==> src/rtl/cfd_dac_pkg.sv <==
// Shared widths, the default channel count and the receive FSM state type
// for the DAC programming receiver.
package cfd_dac_pkg;

  localparam int DAC_MAG_W      = 5;
  localparam int DAC_SET_W      = 6;
  localparam int DAC_ADDR_W     = 5;
  localparam int DAC_NUM_CH_DEF = 16;

  typedef enum logic [1:0] {
    ST_IDLE      = 2'd0,
    ST_ADDR_WAIT = 2'd1,
    ST_DATA_WAIT = 2'd2
  } dac_state_e;

  // Observation bundle: FSM state plus synchronizer outputs that the
  // datapath itself does not consume.
  typedef struct packed {
    dac_state_e state;
    logic       stb_level;
    logic       sel_rise;
    logic       sel_fall;
    logic       sgn_rise;
    logic       sgn_fall;
  } dac_rx_dbg_t;

endpackage

==> src/rtl/dac_in_sync.sv <==
// Multi-flop synchronizer for one asynchronous control input, followed by
// a rising/falling edge detector on the synchronized level.
module dac_in_sync #(
  parameter int SYNC_STAGES = 2
) (
  input  logic clk,
  input  logic rst_n,
  input  logic d,
  output logic level,
  output logic rise,
  output logic fall
);

  logic [SYNC_STAGES-1:0] sync_q;
  logic                   level_d_q;

  // Shift the raw input through the synchronizer and keep the previous
  // synchronized level for edge detection.
  always_ff @(posedge clk or negedge rst_n) begin
    if (!rst_n) begin
      sync_q    <= '0;
      level_d_q <= 1'b0;
    end else begin
      sync_q    <= (sync_q << 1) | SYNC_STAGES'(d);
      level_d_q <= level;
    end
  end

  assign level = sync_q[SYNC_STAGES-1];
  assign rise  = level & ~level_d_q;
  assign fall  = ~level & level_d_q;

endmodule

==> src/rtl/dac_prog_rx.sv <==
// DAC programming receiver: a sel_ext_addr window framing strobe cycles;
// the strobe rise latches a channel address from dac_data, the strobe fall
// commits {sign, magnitude} to that channel.
// Optional feature macro: DAC_PROG_READBACK_EN adds a registered readback
// port pair (rd_addr / rd_data).
module dac_prog_rx
  import cfd_dac_pkg::*;
#(
  parameter int NUM_CH      = DAC_NUM_CH_DEF,
  parameter int SYNC_STAGES = 2
) (
  input  logic                          clk,
  input  logic                          rst_n,
  input  logic                          sel_ext_addr,
  input  logic                          dac_stb,
  input  logic [DAC_MAG_W-1:0]          dac_data,
  input  logic                          dac_sgn,
  output logic [NUM_CH*DAC_SET_W-1:0]   dac_set,
  output logic                          ext_addr_mode,
  output logic [DAC_ADDR_W-1:0]         ext_addr,
  output logic                          wr_pulse,
  output logic                          addr_err
`ifdef DAC_PROG_READBACK_EN
  ,
  input  logic [DAC_ADDR_W-1:0]         rd_addr,
  output logic [DAC_SET_W-1:0]          rd_data
`endif
);

  // Transfer protocol: there is no valid/ready pair here. The sender owns
  // the pace; a channel write is committed exactly when wr_pulse is high,
  // and dac_set already shows the new value in that same cycle.

  logic sel_s, sel_rise, sel_fall;
  logic stb_s, stb_rise, stb_fall;
  logic sgn_s, sgn_rise, sgn_fall;

  dac_in_sync #(.SYNC_STAGES(SYNC_STAGES)) u_sync_sel (
    .clk(clk), .rst_n(rst_n), .d(sel_ext_addr),
    .level(sel_s), .rise(sel_rise), .fall(sel_fall)
  );

  dac_in_sync #(.SYNC_STAGES(SYNC_STAGES)) u_sync_stb (
    .clk(clk), .rst_n(rst_n), .d(dac_stb),
    .level(stb_s), .rise(stb_rise), .fall(stb_fall)
  );

  dac_in_sync #(.SYNC_STAGES(SYNC_STAGES)) u_sync_sgn (
    .clk(clk), .rst_n(rst_n), .d(dac_sgn),
    .level(sgn_s), .rise(sgn_rise), .fall(sgn_fall)
  );

  dac_state_e               state_q, state_d;
  logic [DAC_ADDR_W-1:0]    ext_addr_q;
  logic                     wr_pulse_q;
  logic                     addr_err_q;
  logic [DAC_SET_W-1:0]     set_q [NUM_CH];
  logic                     addr_ld;
  logic                     wr_en;
  logic                     err_set;
  logic                     addr_in_range;
  dac_rx_dbg_t              unused_dbg;

  assign addr_in_range = int'(ext_addr_q) < NUM_CH;

  // FSM state register.
  always_ff @(posedge clk or negedge rst_n) begin
    if (!rst_n) state_q <= ST_IDLE;
    else        state_q <= state_d;
  end

  // Next state and strobe actions; a low synchronized sel always wins
  // over a coincident strobe edge, so an abort never writes.
  always_comb begin
    state_d = state_q;
    addr_ld = 1'b0;
    wr_en   = 1'b0;
    err_set = 1'b0;
    case (state_q)
      ST_IDLE: begin
        if (sel_s) state_d = ST_ADDR_WAIT;
      end
      ST_ADDR_WAIT: begin
        if (!sel_s) begin
          state_d = ST_IDLE;
        end else if (stb_rise) begin
          state_d = ST_DATA_WAIT;
          addr_ld = 1'b1;
        end
      end
      ST_DATA_WAIT: begin
        if (!sel_s) begin
          state_d = ST_IDLE;
        end else if (stb_fall) begin
          state_d = ST_ADDR_WAIT;
          if (addr_in_range) wr_en   = 1'b1;
          else               err_set = 1'b1;
        end
      end
      default: state_d = ST_IDLE;
    endcase
  end

  // Address latch, write pulse and sticky address-error flag.
  always_ff @(posedge clk or negedge rst_n) begin
    if (!rst_n) begin
      ext_addr_q <= '0;
      wr_pulse_q <= 1'b0;
      addr_err_q <= 1'b0;
    end else begin
      if (addr_ld) ext_addr_q <= dac_data;
      wr_pulse_q <= wr_en;
      if (err_set) addr_err_q <= 1'b1;
    end
  end

  // Channel setting storage; dac_data is taken directly in the strobe-edge
  // cycle, the sign comes from its synchronizer.
  always_ff @(posedge clk or negedge rst_n) begin
    if (!rst_n) begin
      for (int k = 0; k < NUM_CH; k++) set_q[k] <= '0;
    end else begin
      for (int k = 0; k < NUM_CH; k++) begin
        if (wr_en && (ext_addr_q == DAC_ADDR_W'(k))) set_q[k] <= {sgn_s, dac_data};
      end
    end
  end

  for (genvar g = 0; g < NUM_CH; g++) begin : g_pack
    assign dac_set[g*DAC_SET_W +: DAC_SET_W] = set_q[g];
  end

  assign ext_addr_mode = sel_s;
  assign ext_addr      = ext_addr_q;
  assign wr_pulse      = wr_pulse_q;
  assign addr_err      = addr_err_q;

  assign unused_dbg = '{state: state_q, stb_level: stb_s, sel_rise: sel_rise,
                        sel_fall: sel_fall, sgn_rise: sgn_rise, sgn_fall: sgn_fall};

`ifdef DAC_PROG_READBACK_EN
  logic [DAC_SET_W-1:0] rd_data_d;
  logic [DAC_SET_W-1:0] rd_data_q;

  // Readback mux; an address beyond the channel count selects nothing.
  always_comb begin
    rd_data_d = '0;
    for (int k = 0; k < NUM_CH; k++) begin
      if (rd_addr == DAC_ADDR_W'(k)) rd_data_d = set_q[k];
    end
  end

  // Register the readback value (one clock latency).
  always_ff @(posedge clk or negedge rst_n) begin
    if (!rst_n) rd_data_q <= '0;
    else        rd_data_q <= rd_data_d;
  end

  assign rd_data = rd_data_q;
`endif

endmodule

==> config.mk <==
export PLATFORM = sky130hd
export DESIGN_NAME = dac_prog_rx
export DESIGN_NICKNAME = d
export VERILOG_FILES = /design/src/rtl/cfd_dac_pkg.sv /design/src/rtl/dac_in_sync.sv /design/src/rtl/dac_prog_rx.sv
export SDC_FILE = /design/constraint.sdc
export NUM_CORES = 1
export LEC_CHECK = 0
export ABC_AREA = 1
export BUFFER_PORTS_ARGS = -buffer_cell sky130_fd_sc_hd__buf_4
export CORE_UTILIZATION = 48
export CTS_CLUSTER_SIZE = 24
export DETAILED_ROUTE_END_ITERATION = 10
export GPL_TIMING_DRIVEN = 0
export PLACE_DENSITY = 0.8
export SYNTH_ARGS = -nofsm -noshare
export SYNTH_HDL_FRONTEND = slang
export SYNTH_SLANG_ARGS = --single-unit
==> constraint.sdc <==
create_clock -name clk -period 1.15 [get_ports clk]
set_input_delay 0.0575 -clock clk [delete_from_list [all_inputs] [get_ports clk]]
set_output_delay 0.0575 -clock clk [all_outputs]
set_load 0.02 [all_outputs]
After elaboration in Yosys (flattened, before gate mapping)
Index checks and enable logic that the tools add are counted.
- logic and storage cells: 88
- bits of input ports: 10
- bits in registers: 112
- reduce and logical (&&, ||, !) cells: 19
- multiplexer cells: 17
- magnitude comparators: 1
- equal/unequal tests: 20
- bitwise operators: 7
- operators with widths (operator ; count):
    5-bit by 4-bit equality test with 1-bit output, second input constant ; 8
    5-bit by 3-bit equality test with 1-bit output, second input constant ; 4
    1-bit logical AND ; 16
    1-bit two-way mux ; 11
    5-bit by 2-bit equality test with 1-bit output, second input constant ; 2
    2-bit two-way mux ; 5
    3-bit inequality test, second input constant ; 2
    2-bit by 1-bit bitwise OR with 2-bit output ; 3
    2-bit one-hot mux with 3 select lines ; 1
    5-bit by 1-bit equality test with 1-bit output, second input constant ; 1
    5-bit zero test ; 1
    5-bit less-than comparator, second input constant ; 1
    3-bit AND reduction ; 1
    1-bit bitwise AND ; 2
    2-bit by 1-bit equality test with 1-bit output, second input constant ; 1
    2-bit equality test, second input constant ; 1
    2-bit zero test ; 1
    2-bit by 1-bit inequality test with 1-bit output, second input constant ; 1
    1-bit NOT ; 2

Logic depth before layout (Yosys ltp)
- depth in word-level cells: 6
- gate-level depth with buffers: 7
- depth with buffers taken out: 6

Hierarchy
Synthesis repeated with hierarchy kept, for this count alone.
- cell total of the unflattened synthesis: 512
- area total of the unflattened synthesis: 4533.1 um2
- modules (own cells, without submodules) (module ; instances ; cells an instance ; area an instance (um2) ; seq. area each (um2)):
    dac_prog_rx ; 1 ; 491 ; 4262.8 ; 2627.5
    dac_in_sync ; 3 ; 7 ; 90.1 ; 75.1

Least setup slack after synthesis
Ideal clock, no wire load.
- path kind: flip-flop to flip-flop
- start: register ext_addr_q[3], in the netlist ext_addr[3]
- end: register set_q (netlist bit dac_set[72])
- arrival: 1230 ps
- path slack: -198 ps
- period minus slack after synthesis: 1348 ps
- cell stages (with the launch flop): 6
- buffers on the path: 0
- required time: 1033 ps
- cell sequence: dfrtp_1 nand2_1 nor2_4 nand3_2 nand2_1 nand2_1
- cells in the longest elaborated chain, start to end: 6
- elaborated cells between the ends (all ways): 7
- classes of those cells: order compare: 1; eq/ne: 1; mux: 4; reduce/logical: 1
- RTL lines (what ; line ; RTL):
    from (decl) ; dac_prog_rx.sv:54 ; logic [DAC_ADDR_W-1:0] ext_addr_q;
    from (signal assigned) ; dac_prog_rx.sv:111 ; if (addr_ld) ext_addr_q <= dac_data;
    5-bit less-than comparator ; dac_prog_rx.sv:64 ; assign addr_in_range = int'(ext_addr_q) < NUM_CH;
    1-bit two-way mux ; dac_prog_rx.sv:96 ; if (addr_in_range) wr_en = 1'b1;
    1-bit two-way mux ; dac_prog_rx.sv:94 ; end else if (stb_fall) begin
    1-bit two-way mux ; dac_prog_rx.sv:92 ; if (!sel_s) begin
    1-bit two-way mux ; dac_prog_rx.sv:79 ; case (state_q)
    1-bit logical AND (*) ; dac_prog_rx.sv:124 ; if (wr_en && (ext_addr_q == DAC_ADDR_W'(k))) set_q[k] <= {sgn_s, dac_data};
    to (signal, indexed assignment) ; dac_prog_rx.sv:124 ;
    to (decl) ; dac_prog_rx.sv:57 ; logic [DAC_SET_W-1:0] set_q [NUM_CH];
Every way passes the cells marked *; elsewhere a longest branch is shown, timed or not.
A chain may end at the register's enable or synchronous reset.

Final worst setup path
- start: register state_q[0]
- end: register set_q (netlist bit dac_set[77])
- cells in the longest elaborated chain, start to end: 3
- RTL lines (what ; line ; RTL):
    from (decl) ; dac_prog_rx.sv:53 ; dac_state_e state_q, state_d;
    from (signal assigned) ; dac_prog_rx.sv:69 ; else state_q <= state_d;
    2-bit equality test ; dac_prog_rx.sv:79 ;
    1-bit two-way mux ; dac_prog_rx.sv:79 ;
    1-bit logical AND ; dac_prog_rx.sv:124 ;
No other way between the ends.

==> results.yml <==
outcome:
  status: "finished with violations"
  violations: "negative setup slack"
yosys:
  synthSimpleGateAreaFrac: 0.368
  yosys_register_bits: 112
  syn-cell-area_um2: 4890
  ys_seq_area_frac: 0.574
  synth_fa_ha_area_frac: 0
  synth_xor_xnor_area_share: 0
  synth_top_area_share: 0.574
  synth_top_family_by_area: "simple AND/OR/NAND/NOR gates"
  synth_area_per_cell_um2: 9.62
  synth_ff_type: "dfrtp_1"
  synth_compound_gate_area_share: 0.00922
  ys_top_cells_by_count: "nand2_1 (205), dfrtp_1 (112), nand4_1 (97), clkbuf_1 (15), nand3_4 (10)"
  async_flop_share: 1.00
  synth_largest_area_cell: "dfrtp_1"
  syn_inst: 508
  synth-edff-count: 0
  synthMuxAreaShare: 0
  yosysMostFrequentCell: "nand2_1"
  syn_nets: 518
  ys_warn_count: 0
  synthDistinctLibCells: 20
  synthTopCellsByArea: "dfrtp_1 (57%), nand2_1 (16%), nand4_1 (12%)"
run:
  max_cap_viol_count: 0
setup_path:
  required_ps: 1470
  worst_ep_arrival_time_ps: 1800
  critPathLaunchType: "flop"
  cpMaxStageDelayCell: "dfrtp_1"
  rr_startpoint: "state_q[0]"
  r2r-end: "dac_set[77]"
  rrSetupSlack_ps: -330
  crit_type: "flop to flop"
  rr_worst_depth: 8
  crit_path_end_kind: "flop"
  crit_path_max_incr_delay_ps: 430
  path_cells: "inv_2, nand3_4, nor2_4, buf_6, buf_12, buf_8, nand4_1, nand2_1"
  critPathLaunch: "state_q[0]"
  cp_max_fo: 10
global_route:
  grt_antenna_before_repair: 0
  grt_pass1_vias: 4185
  grt_max_degree: 113
  grt_remaining_overflow: 0
  track_usage: 0.265
  grt_first_pass_wirelength_um: 21100
layout:
  nFillCells: 762
  fin_nets: 656
  drive_above_1_share: 0.422
  fin_cells: 783
  n_antenna_cell: 0
  area_growth_pct: 37.2
route:
  wirelength_um: 13800
  dr.pass1.iters: 5
  vias: 4419
  via_per_inst: 5.64
  route.detailed.wl_per_inst_um: 17.6
  drtIter0Drc: 301
  drc: 0
  postRouteAntennaNets: 0
floorplan:
  dieHeight_um: 103
  initial_core_util: 0.498
  dieArea_um2: 10600
  ioPinCount: 114
  core_region_area_um2: 9820
  rows: 36
  fp.dieW_um: 103
clock_network:
  clkLatencyLatePin_ps: 380
  cts.clk_slew.worst_paths_ps: 100
  clock-root-buffer: "clkbuf_8"
  cts_max_level: 3
  cts_tree: "yes"
  clock-sinks: 112
  cts_buffers: 9
  cts.path.max_buffers: 2
timing:
  slew_headroom: 0.518
  drv_slew: 0
  hold_viol: 0
  fin_skew_ps: 13.8
  rsz0062_at_grt: "true"
  worst_hold_slack_ps: 142
  worstMarginPinSlew_ps: 722
  min_period_ps: 1480
  setup_viol: 103
  worst_slack_ps: -327
  fin_crit_sh: 1.28
  fmax_mhz: 677
placed_design:
  io_buffer_count: 108
  gp_congestion: 0.867
  dp_hpwl_um: 8990
  numPlacedInstances: 749
power:
  powerDensity_nw_per_um2: 1300
  ir_worst_vdd_uv: 789
  leakagePower_nw: 2.92
worst_hold_path:
  hp-class: "input pin to flop"
  whs_endpoint: "ext_addr[2]"
  holdCritStartpoint: "dac_data[2]"
  min_path_cells: 3
[routing by layer]
layer  vias to the layer above  part of all wire  GRT usage
met5                         -                 0          0
met4                         0             0.024      0.113
met3                        32             0.067     0.0590
met2                       189              0.50      0.422
met1                      2189              0.41      0.352
li1                       2009                 -          -
[worst max-delay path, delay by kind of cell (launching register included)]
kind          cells  cell delay (ps)
buf+inv           4              540
simple gates      4              450
flops             1              430
[cells in the final DEF, fill, tap and decap left out, drive strengths merged]
| cell type | synthesis | routed |
|---|---|---|
| a21boi | 1 | 1 |
| o21ai | 1 | 1 |
| clkinv | 1 | 4 |
| buf | 22 | 143 |
| dfrtp | 112 | 112 |
| nor2 | 24 | 24 |
| nand3 | 17 | 17 |
| dlygate4sd3 | 0 | 4 |
| inv | 6 | 7 |
| a21oi | 5 | 5 |
| clkbuf | 15 | 27 |
| nand2 | 205 | 205 |
| nor3 | 1 | 1 |
| nand4 | 97 | 97 |
| a21o | 1 | 1 |
| clkinvlp | 0 | 1 |
[final cells by class]
type | instances | area [µm²] | area share
repair buffers | 127 | 1090 | 0.163
flip-flops and latches | 112 | 2810 | 0.419
clock buffers | 10 | 138 | 0.0205
inverters | 7 | 32.5 | 0.00485
well taps | 133 | 166 | 0.0248
clock inverters | 5 | 42.5 | 0.00635
plain buffers | 37 | 295 | 0.0441
multi-input cells | 352 | 2130 | 0.317
[through the flow]
stage	setup slack [ps]	setup TNS, ps	total power, mW	area, µm²	util
2_1_floorplan	-71.3	-6480	5.74	5020	-
3_3_place_gp	-246	-32430	6.33	6000	0.611
3_5_place_dp	-304	-42630	6.40	6000	0.611
4_1_cts	-217	-16960	8.63	6460	0.658
5_1_grt	-379	-32910	9.01	6700	0.682
6_report	-327	-28040	8.69	6700	0.682
[power breakdown]
group / total, mW / switching (mW) / leakage (nW) / internal [mW]
Clock: 2.18 / 1.33 / 0.0889 / 0.855
Sequential: 4.29 / 0.200 / 1.11 / 4.09
Combinational: 2.21 / 1.64 / 1.72 / 0.570
Total: 8.69 / 3.17 / 2.92 / 5.52
[state kept, by name (all words and copies together), names as in the netlist]
register,flops
dac_set,96
ext_addr,5
state_q,2
u_sync_sel.sync_q,2
u_sync_sgn.sync_q,2
u_sync_stb.sync_q,2
addr_err,1
u_sync_stb.level_d_q,1
wr_pulse,1
[cell families (layout without fill, tap and decap cells)]
| logic type | after synthesis | count (layout) |
|---|---|---|
| simple gates | 344 | 344 |
| compound gates | 8 | 8 |
| flops | 112 | 112 |
| buf+inv | 44 | 186 |
[how the worst max path moves through the flow]
stage | to | slack [ps] | cells after the start
6_report | dac_set[77] | -330 | 8
5_1_grt | dac_set[89] | -380 | 8
3_5_place_dp | u_sync_sel.sync_q[1] | -300 | 1
3_3_place_gp | u_sync_sel.sync_q[1] | -250 | 1
2_1_floorplan | dac_set[1] | -70 | 6
4_1_cts | dac_set[22] | -220 | 8
[what timing repair did]
action                                  4_1_cts  5_1_grt
cloned                                        2        3
resized for setup                            47       40
hold buffers                                  3        1
hold endpoints to repair                      3       50
pin swaps                                    26       18
endpoints found under the setup margin      103      104
setup buffers                                 6        3
No activity file was read; power rests on OpenSTA's default activity.
